[src/rtl/denise_bplshift_n.sv]
// Bitplane serialiser: per-plane holding registers, odd/even scroll-delayed
// parallel load into MSB-first shifters, one serial bit per plane per pixel.
module denise_bplshift_n #(
  parameter int NPLANES = 8,
  parameter int MAXW    = 64,
  parameter int SCRW    = 6
) (
  input  logic               clk,
  input  logic               reset_n,
  input  logic               clk7_en,
  input  logic               clk14_en,
  input  logic               hires,
  input  logic               shres,
  input  logic [1:0]         fmode,
  input  logic               wr_en,
  input  logic [2:0]         wr_plane,
  input  logic [MAXW-1:0]    wr_data,
  input  logic [SCRW-1:0]    scroll_odd,
  input  logic [SCRW-1:0]    scroll_even,
  output logic [NPLANES-1:0] bpldata,
  output logic               load_odd,
  output logic               load_even
);

  localparam logic [1:0] WLOG_MAX = 2'($clog2(MAXW / 16));

  typedef enum logic [1:0] {
    IDLE  = 2'd0,
    COUNT = 2'd1,
    LOAD  = 2'd2
  } grp_state_t;

  // Left-align a W-bit fetch word so its first pixel sits at bit MAXW-1.
  function automatic logic [MAXW-1:0] align_fetch(input logic [MAXW-1:0] d,
                                                  input logic [1:0]      wl);
    int w;
    w = 16 << wl;
    return d << (MAXW - w);
  endfunction

  logic                sh_en;
  logic                arm;
  logic [1:0]          wlog;
  logic [MAXW-1:0]     hold_p0  [NPLANES];
  logic [MAXW-1:0]     src      [NPLANES];
  logic [MAXW-1:0]     shift_p1 [NPLANES];
  grp_state_t          state_q  [2];
  grp_state_t          state_d  [2];
  logic [SCRW-1:0]     cnt_q    [2];
  logic [SCRW-1:0]     cnt_d    [2];
  logic [SCRW-1:0]     scroll_g [2];
  logic [1:0]          load_go;

  always_comb begin
    sh_en       = shres ? 1'b1 : (hires ? clk14_en : clk7_en);
    arm         = wr_en && (wr_plane == 3'd0);
    wlog        = (fmode > WLOG_MAX) ? WLOG_MAX : fmode;
    scroll_g[0] = scroll_odd;
    scroll_g[1] = scroll_even;
  end

  // Stage p0: BPLxDAT holding registers
  always_ff @(posedge clk or negedge reset_n) begin
    if (!reset_n) begin
      for (int p = 0; p < NPLANES; p++) hold_p0[p] <= '0;
    end else begin
      for (int p = 0; p < NPLANES; p++)
        if (wr_en && (wr_plane == 3'(p))) hold_p0[p] <= wr_data;
    end
  end

  // A load in the arming clk must see the plane-0 word written in that clk.
  always_comb begin
    for (int p = 0; p < NPLANES; p++)
      src[p] = (wr_en && (wr_plane == 3'(p))) ? wr_data : hold_p0[p];
  end

  // Group FSMs: index 0 = odd group (planes 0,2,..), 1 = even group
  always_ff @(posedge clk or negedge reset_n) begin
    if (!reset_n) begin
      for (int g = 0; g < 2; g++) begin
        state_q[g] <= IDLE;
        cnt_q[g]   <= '0;
      end
    end else begin
      for (int g = 0; g < 2; g++) begin
        state_q[g] <= state_d[g];
        cnt_q[g]   <= cnt_d[g];
      end
    end
  end

  always_comb begin
    for (int g = 0; g < 2; g++) begin
      state_d[g] = state_q[g];
      cnt_d[g]   = cnt_q[g];
      case (state_q[g])
        IDLE: begin
          if (arm && !load_go[g]) begin
            state_d[g] = COUNT;
            cnt_d[g]   = scroll_g[g];
          end
        end
        COUNT: begin
          if (arm) begin
            if (load_go[g]) state_d[g] = IDLE;
            else            cnt_d[g]   = scroll_g[g];
          end else if (cnt_q[g] == '0) begin
            state_d[g] = load_go[g] ? IDLE : LOAD;
          end else if (clk7_en) begin
            cnt_d[g] = cnt_q[g] - 1'b1;
          end
        end
        LOAD: begin
          if (arm) begin
            state_d[g] = COUNT;
            cnt_d[g]   = scroll_g[g];
          end else if (load_go[g]) begin
            state_d[g] = IDLE;
          end
        end
        default: state_d[g] = IDLE;
      endcase
    end
  end

  // Scroll counts lores pixels, but the load itself waits for a pixel slot.
  always_comb begin
    for (int g = 0; g < 2; g++) begin
      load_go[g] = 1'b0;
      if (sh_en) begin
        case (state_q[g])
          IDLE:    load_go[g] = arm && (scroll_g[g] == '0);
          COUNT:   load_go[g] = arm ? (scroll_g[g] == '0) : (cnt_q[g] == '0);
          LOAD:    load_go[g] = 1'b1;
          default: load_go[g] = 1'b0;
        endcase
      end
    end
    load_odd  = load_go[0];
    load_even = load_go[1];
  end

  // Stage p1: pixel shifters, load wins over shift
  always_ff @(posedge clk or negedge reset_n) begin
    if (!reset_n) begin
      for (int p = 0; p < NPLANES; p++) shift_p1[p] <= '0;
    end else begin
      for (int p = 0; p < NPLANES; p++) begin
        if (load_go[p % 2])
          shift_p1[p] <= align_fetch(src[p], wlog);
        else if (sh_en)
          shift_p1[p] <= shift_p1[p] << 1;
      end
    end
  end

  always_comb begin
    bpldata = '0;
    for (int p = 0; p < NPLANES; p++) bpldata[p] = shift_p1[p][MAXW-1];
  end

endmodule

[config.mk]
export PLATFORM = sky130hd
export DESIGN_NAME = denise_bplshift_n
export DESIGN_NICKNAME = d
export VERILOG_FILES = /design/src/rtl/denise_bplshift_n.sv
export SDC_FILE = /design/constraint.sdc
export NUM_CORES = 2
export LEC_CHECK = 0
export ABC_AREA = 1
export BUFFER_PORTS_ARGS = -buffer_cell sky130_fd_sc_hd__buf_4
export CAP_MARGIN = 5
export CELL_PAD_IN_SITES_DETAIL_PLACEMENT = 1
export CELL_PAD_IN_SITES_GLOBAL_PLACEMENT = 2
export CORE_MARGIN = 8
export CORE_UTILIZATION = 33
export DETAILED_ROUTE_END_ITERATION = 7
export PLACE_DENSITY = 0.82
export SLEW_MARGIN = 20
export SYNTH_ARGS = -nofsm -noshare
export SYNTH_HDL_FRONTEND = slang
export SYNTH_SLANG_ARGS = --single-unit
[constraint.sdc]
create_clock -name clk -period 2.4 [get_ports clk]
set_clock_uncertainty 0.2 [all_clocks]
set_input_delay 0.48 -clock clk [delete_from_list [all_inputs] [get_ports clk]]
set_output_delay 0.48 -clock clk [all_outputs]
set_load 0.01 [all_outputs]
# Yosys cells after proc, flatten, opt, wreduce, memory -nomap -nowiden
# Index checks and enable logic that the tools add are counted.
word_totals:
  reg_bits: 1040
  latch_bits: 0
  mem_bits_rw: 0
  mem_bits_ro: 0
  in_bits: 88
  out_inout_bits: 10
  word_cells: 146
  mem_count: 0
op_classes:
  add_sub_neg: 3
  mul: 0
  div: 0
  n_lt_le_gt_ge: 1
  eq_ne: 23
  shifts: 9
  n_mux: 61
  bitwise_logic: 0
  reduce_logical: 29
ops:
  columns: ["cell", "n"]
  rows:
  - ["two-way mux 64 bit", 24]
  - ["left shift 64 x 32 -> 64 bit", 8]
  - ["two-way mux 6 bit", 12]
  - ["one-hot mux 6 bit (3 select lines)", 2]
  - ["left shift 5 x 2 -> 32 bit, first input constant", 1]
  - ["subtractor 8 x 32 -> 32 bit, first input constant", 1]
  - ["two-way mux 2 bit", 13]
  - ["logical NOT 6 bit", 4]
  - ["inequality test 3 bit, second input constant", 8]
  - ["equality test 3 bit, second input constant", 4]
  - ["logical AND 1 bit", 12]
  - ["one-hot mux 2 bit (3 select lines)", 2]
  - ["AND reduction 6 bit", 2]
  - ["subtractor 6 x 1 -> 6 bit, second input constant", 2]
  - ["inequality test 2 bit, second input constant", 4]
  - ["equality test 3 x 2 -> 1 bit, second input constant", 2]
  - ["two-way mux 1 bit", 6]
  - ["one-hot mux 1 bit (3 select lines)", 2]
  - ["nonzero test 3 bit", 2]
  - ["equality test 2 x 1 -> 1 bit, second input constant", 2]
  - ["equality test 2 bit, second input constant", 2]
  - ["logical NOT 2 bit", 2]
  - ["AND reduction 2 bit", 2]
  - ["nonzero test 2 bit", 2]
  - ["4 further kinds", 5]

# Longest topological paths before layout
logic_depth:
  ltp_word: 9
  mapped_depth: 14
  depth_no_buf: 12

# Worst setup path after synthesis
# No wires, ideal clock.
synth_path:
  path_type: "register -> output"
  from: "register cnt_q[6] (netlist name)"
  to: "output load_odd"
  arrival_ns: 1.604
  t_required_ns: 1.720
  path_slack_ns: 0.116
  path_stages_with_launch: 9
  path_buffers: 2
  cell_sequence: "dfrtp_1 > inv_1 > ha_1 > nand2_1 > nor3_2 > nand2_2 > a21oi_2 > buf_2 > buf_2"
synth_via:
  elab_chain_cells: 4
synth_lines:
  columns: ["element", "line_no", "rtl"]
  rows:
  - ["start, declared", "49", "logic [SCRW-1:0] cnt_q [2];"]
  - ["start signal, assigned by index", "88", "cnt_q[g] <= cnt_d[g];"]
  - ["logical NOT 6 bit", "134", "COUNT: load_go[g] = arm ? (scroll_g[g] == '0) : (cnt_q[g] == '0);"]
  - ["two-way mux 1 bit", "134", null]
  - ["one-hot mux 1 bit (3 select lines)", "132", "case (state_q[g])"]
  - ["two-way mux 1 bit", "131", "if (sh_en) begin"]
  - ["end, declared", "21", "output logic load_odd,"]
# No other way between the ends.

# Worst setup path in the final report
# Same ends and word-level chain as after synthesis.

==> impl_metrics.csv <==
group,metric,value,unit
clock_tree,clock-sinks,1040,
floorplan,num_rows,139,
clock_tree,cts-buffers-inserted,118,
clock_tree,cts_tree,"done",
clock_tree,path_clk_slew,0.06,ns
clock_tree,clock_latency,0.75,ns
global_routing,first_global_vias,46100,
worst_setup_path,arrival,2.05,ns
timing,setup_viol,275,
routing,drt-total-wl,211,mm
layout,final_util,0.439,
timing,finalWorstSetupSlack,-0.333,ns
placement,dp_hpwl,137,mm
placement,place_area,0.0549,mm2
routing,dr_total_vias,45200,
global_routing,grt_overflow,0,
power_and_ir_drop,internal_power,44.5,mW
worst_setup_path,slowest_delay,0.39,ns
power_and_ir_drop,seq_power_share,0.379,
timing,slew_violations,0,
worst_setup_path,critical_path_class,"reg2out",
layout,drive_above_1_share,0.206,
yosys,synth_top_family_by_area,"simple AND/OR/NAND/NOR gates",
power_and_ir_drop,power_density,1120,mW/mm2
timing,fin_crit_sh,1.14,
job,max_cap_violations,0,
placement,dp_slack,-0.477,ns
routing,drtIter0Drc,4129,
yosys,synthCells,5780,
timing,tightestPinTransition,0.776,ns
global_routing,gr-usage-all-layers,0.254,
worst_setup_path,crit_path_frequent_cell,"buf_6",
yosys,netlist.area_leader.share,0.551,
floorplan,chipHeight,394,um
power_and_ir_drop,combPwrFrac,0.360,
routing,drc,0,
yosys,synthTopCellsByCount,"nand2_1, dfrtp_1, o21ai_0, inv_1, nand3_1",
yosys,synthSimpleGateAreaFrac,0.216,
outcome,outcome,"finished, violations left",
timing,hold_viol_final,0,
worst_setup_path,critPathSlowestCell,"dfrtp_1",
timing,rsz0062_at_grt,"true",
placement,gp_congestion,0.871,
floorplan,die_width,394,um
clock_tree,cts_buffer_depth,3,
timing,finalSetupTns,-17.90,ns
timing,fin_hold_ws,0.0147,ns
hold_path,hold_class,"in2async",
routing,routedWlPerCell,25.2,um
power_and_ir_drop,switchingPower,25.9,mW
floorplan,io_pins,98,
worst_setup_path,start_kind,"flop",
global_routing,antenna_found_initial,16,
routing,drtPass1Iterations,5,
layout,final_area,0.0627,mm2
power_and_ir_drop,clkPwrFrac,0.261,
yosys,yosys_warnings,0,
floorplan,die_area,0.156,mm2
power_and_ir_drop,leakage,30.0,nW
yosys,yosysMostFrequentCell,"nand2_1",
timing,relSlewSlack,0.477,
yosys,synthTopCellsByArea,"dfrtp_1, nand2_1, o21ai_0",
routing,vias_per_cell,5.40,
yosys,synthDistinctLibCells,42,
yosys,syn_area,0.0472,mm2
timing,fmax,366,MHz
worst_setup_path,cp_max_fo,2,
yosys,yosysTopAreaCell,"dfrtp_1",
yosys,ys.flop_type,"dfrtp_1",
placement,port_buffers,97,
yosys,syn_area_per_cell,8.17,um2
clock_tree,htreeDepth,3,
worst_setup_path,end_kind,"output port",
floorplan,start_util,0.331,
layout,syn2layout_area_growth,32.8,%
yosys,synthMuxAreaShare,0,
power_and_ir_drop,switching_share,0.368,
layout,nNetsFinal,6460,
yosys,synth_compound_area_frac,0.146,
yosys,synth_edf_count,0,
outcome,violations,"negative setup slack",
routing,postRouteAntennaNets,0,
yosys,synth_xor_area_frac,0.00111,
global_routing,grt_pass1_wl,304,mm
yosys,synthAdderAreaFrac,0.000530,
worst_setup_path,worstPathRequired,1.72,ns
yosys,synth_seq_area_share,0.551,
floorplan,coreArea,0.143,mm2
power_and_ir_drop,vdd_drop_max,709,uV
yosys,syn-num-nets,5870,
clock_tree,cts_root_buf,"clkbuf_16",
global_routing,grt_max_degree,111,
yosys,ys_async_sr_fraction,1.00,
yosys,synth_seq_cells,1040,
timing,min_period,2.73,ns
worst_setup_path,cp_cell_sequence,"inv_2 > ha_4 > nand2_4 > nor3_4 > nand2_2 > a21oi_4 > buf_6 > buf_6",
worst max-delay path, delay by kind of cell, from the launching register on:
| family | cells | cell delay [ns] |
|---|---|---|
| AOI/OAI and AO/OA | 1 | 0.15 |
| and+or+nand+nor | 3 | 0.32 |
| DFF | 1 | 0.39 |
| adders and majority gates | 1 | 0.14 |
| buffers and inverters | 3 | 0.30 |
what timing repair did:
action | 4_1_cts | 5_1_grt
gates cloned | 6 | 41
pin swaps | 18 | 54
resized for setup | 76 | 423
endpoints found under the setup margin | 70 | 372
buffers inserted | 16 | 37
hold buffers | 54 | 0
endpoints found under the hold margin | 250 | 0
power groups by stage:
stage / combinational [mW] / sequential (mW) / clock, mW
finish: 25.3 / 26.7 / 18.4
global route: 27.4 / 27.2 / 19.3
CTS: 21.4 / 26.4 / 18.6
detailed placement: 20.2 / 26.5 / 0
global placement: 19.5 / 26.3 / 0
floorplan: 11.5 / 25.3 / 0
layer usage:
metal | routed length, um | share of wire | track usage | up-vias
met4 | 8720 | 0.041 | 0.0960 | 10
met2 | 94600 | 0.45 | 0.391 | 1517
met5 | 66 | 0.00031 | 0 | -
met3 | 13200 | 0.062 | 0.0347 | 365
li1 | - | - | - | 19900
met1 | 94900 | 0.45 | 0.363 | 23400
final cells by class:
type / instances / area (um2)
tap: 1903 / 2380
clock buffer: 188 / 3560
multi-input combinational: 3737 / 18700
fill: 16500 / 80100
sequential: 1040 / 26000
antenna: 7 / 17.5
inverter: 600 / 2300
clock inverter: 30 / 312
timing repair buffer: 873 / 9440
path summary, 6_finish.rpt:
path,from,endpoint,slack [ns],depth (start not counted)
worst max-delay path,cnt_q[6],load_odd,-0.33,8
max in group asynchronous,reset_n,shift_p1[72],1.05,4
min in group clk,wr_data[2],hold_p0[258],0.04,3
worst max register to register,cnt_q[0],shift_p1[394],-0.21,16
worst min-delay path,reset_n,hold_p0[47],0.01,2
worst min register to register,shift_p1[183],shift_p1[183],0.27,2
per-stage QoR:
step / cells / power (mW)
after floorplan: 5780 / 36.8
after global placement: 8001 / 45.9
after detailed placement: 8001 / 46.8
after CTS: 8295 / 66.4
after global routing: 8373 / 73.8
final: 8378 / 70.5
cell usage in the layout, fill, tap and decap left out, types with 13 or more instances in the layout:
cell           count
o221ai_1          56
buf_4            589
buf_8             21
clkbuf_1          36
nand3_4           21
nor2_1           287
o21ai_2           41
clkinv_2          17
nand3_1          396
o21ai_0          647
buf_12           131
clkbuf_16        150
o211ai_1         100
or2_0             19
nor2_4            14
nand4_1           17
dfrtp_1         1040
o21ai_1           90
nand2_1         1549
nand2_2           41
nand2_4           21
o22ai_1           53
a31oi_1           13
a21oi_2           32
or2_2             38
clkbuf_8          34
buf_6             33
a21oi_1          164
nor2_2            14
nand3_2           52
o221ai_2          15
inv_1            584
dlygate4sd3_1     54
registers in the layout, summed over array words and instances, names as in the netlist:
name / flops
state_q: 4
cnt_q: 12
shift_p1: 504
bpldata: 8
hold_p0: 512
cell families after synthesis:
kind of cell,after synthesis
fa+ha+maj,2
xor+xnor,6
compound gates,1239
flops,1040
simple gates,2488
buf+inv,1005
Note: power is estimated with default switching activity, not from simulation.
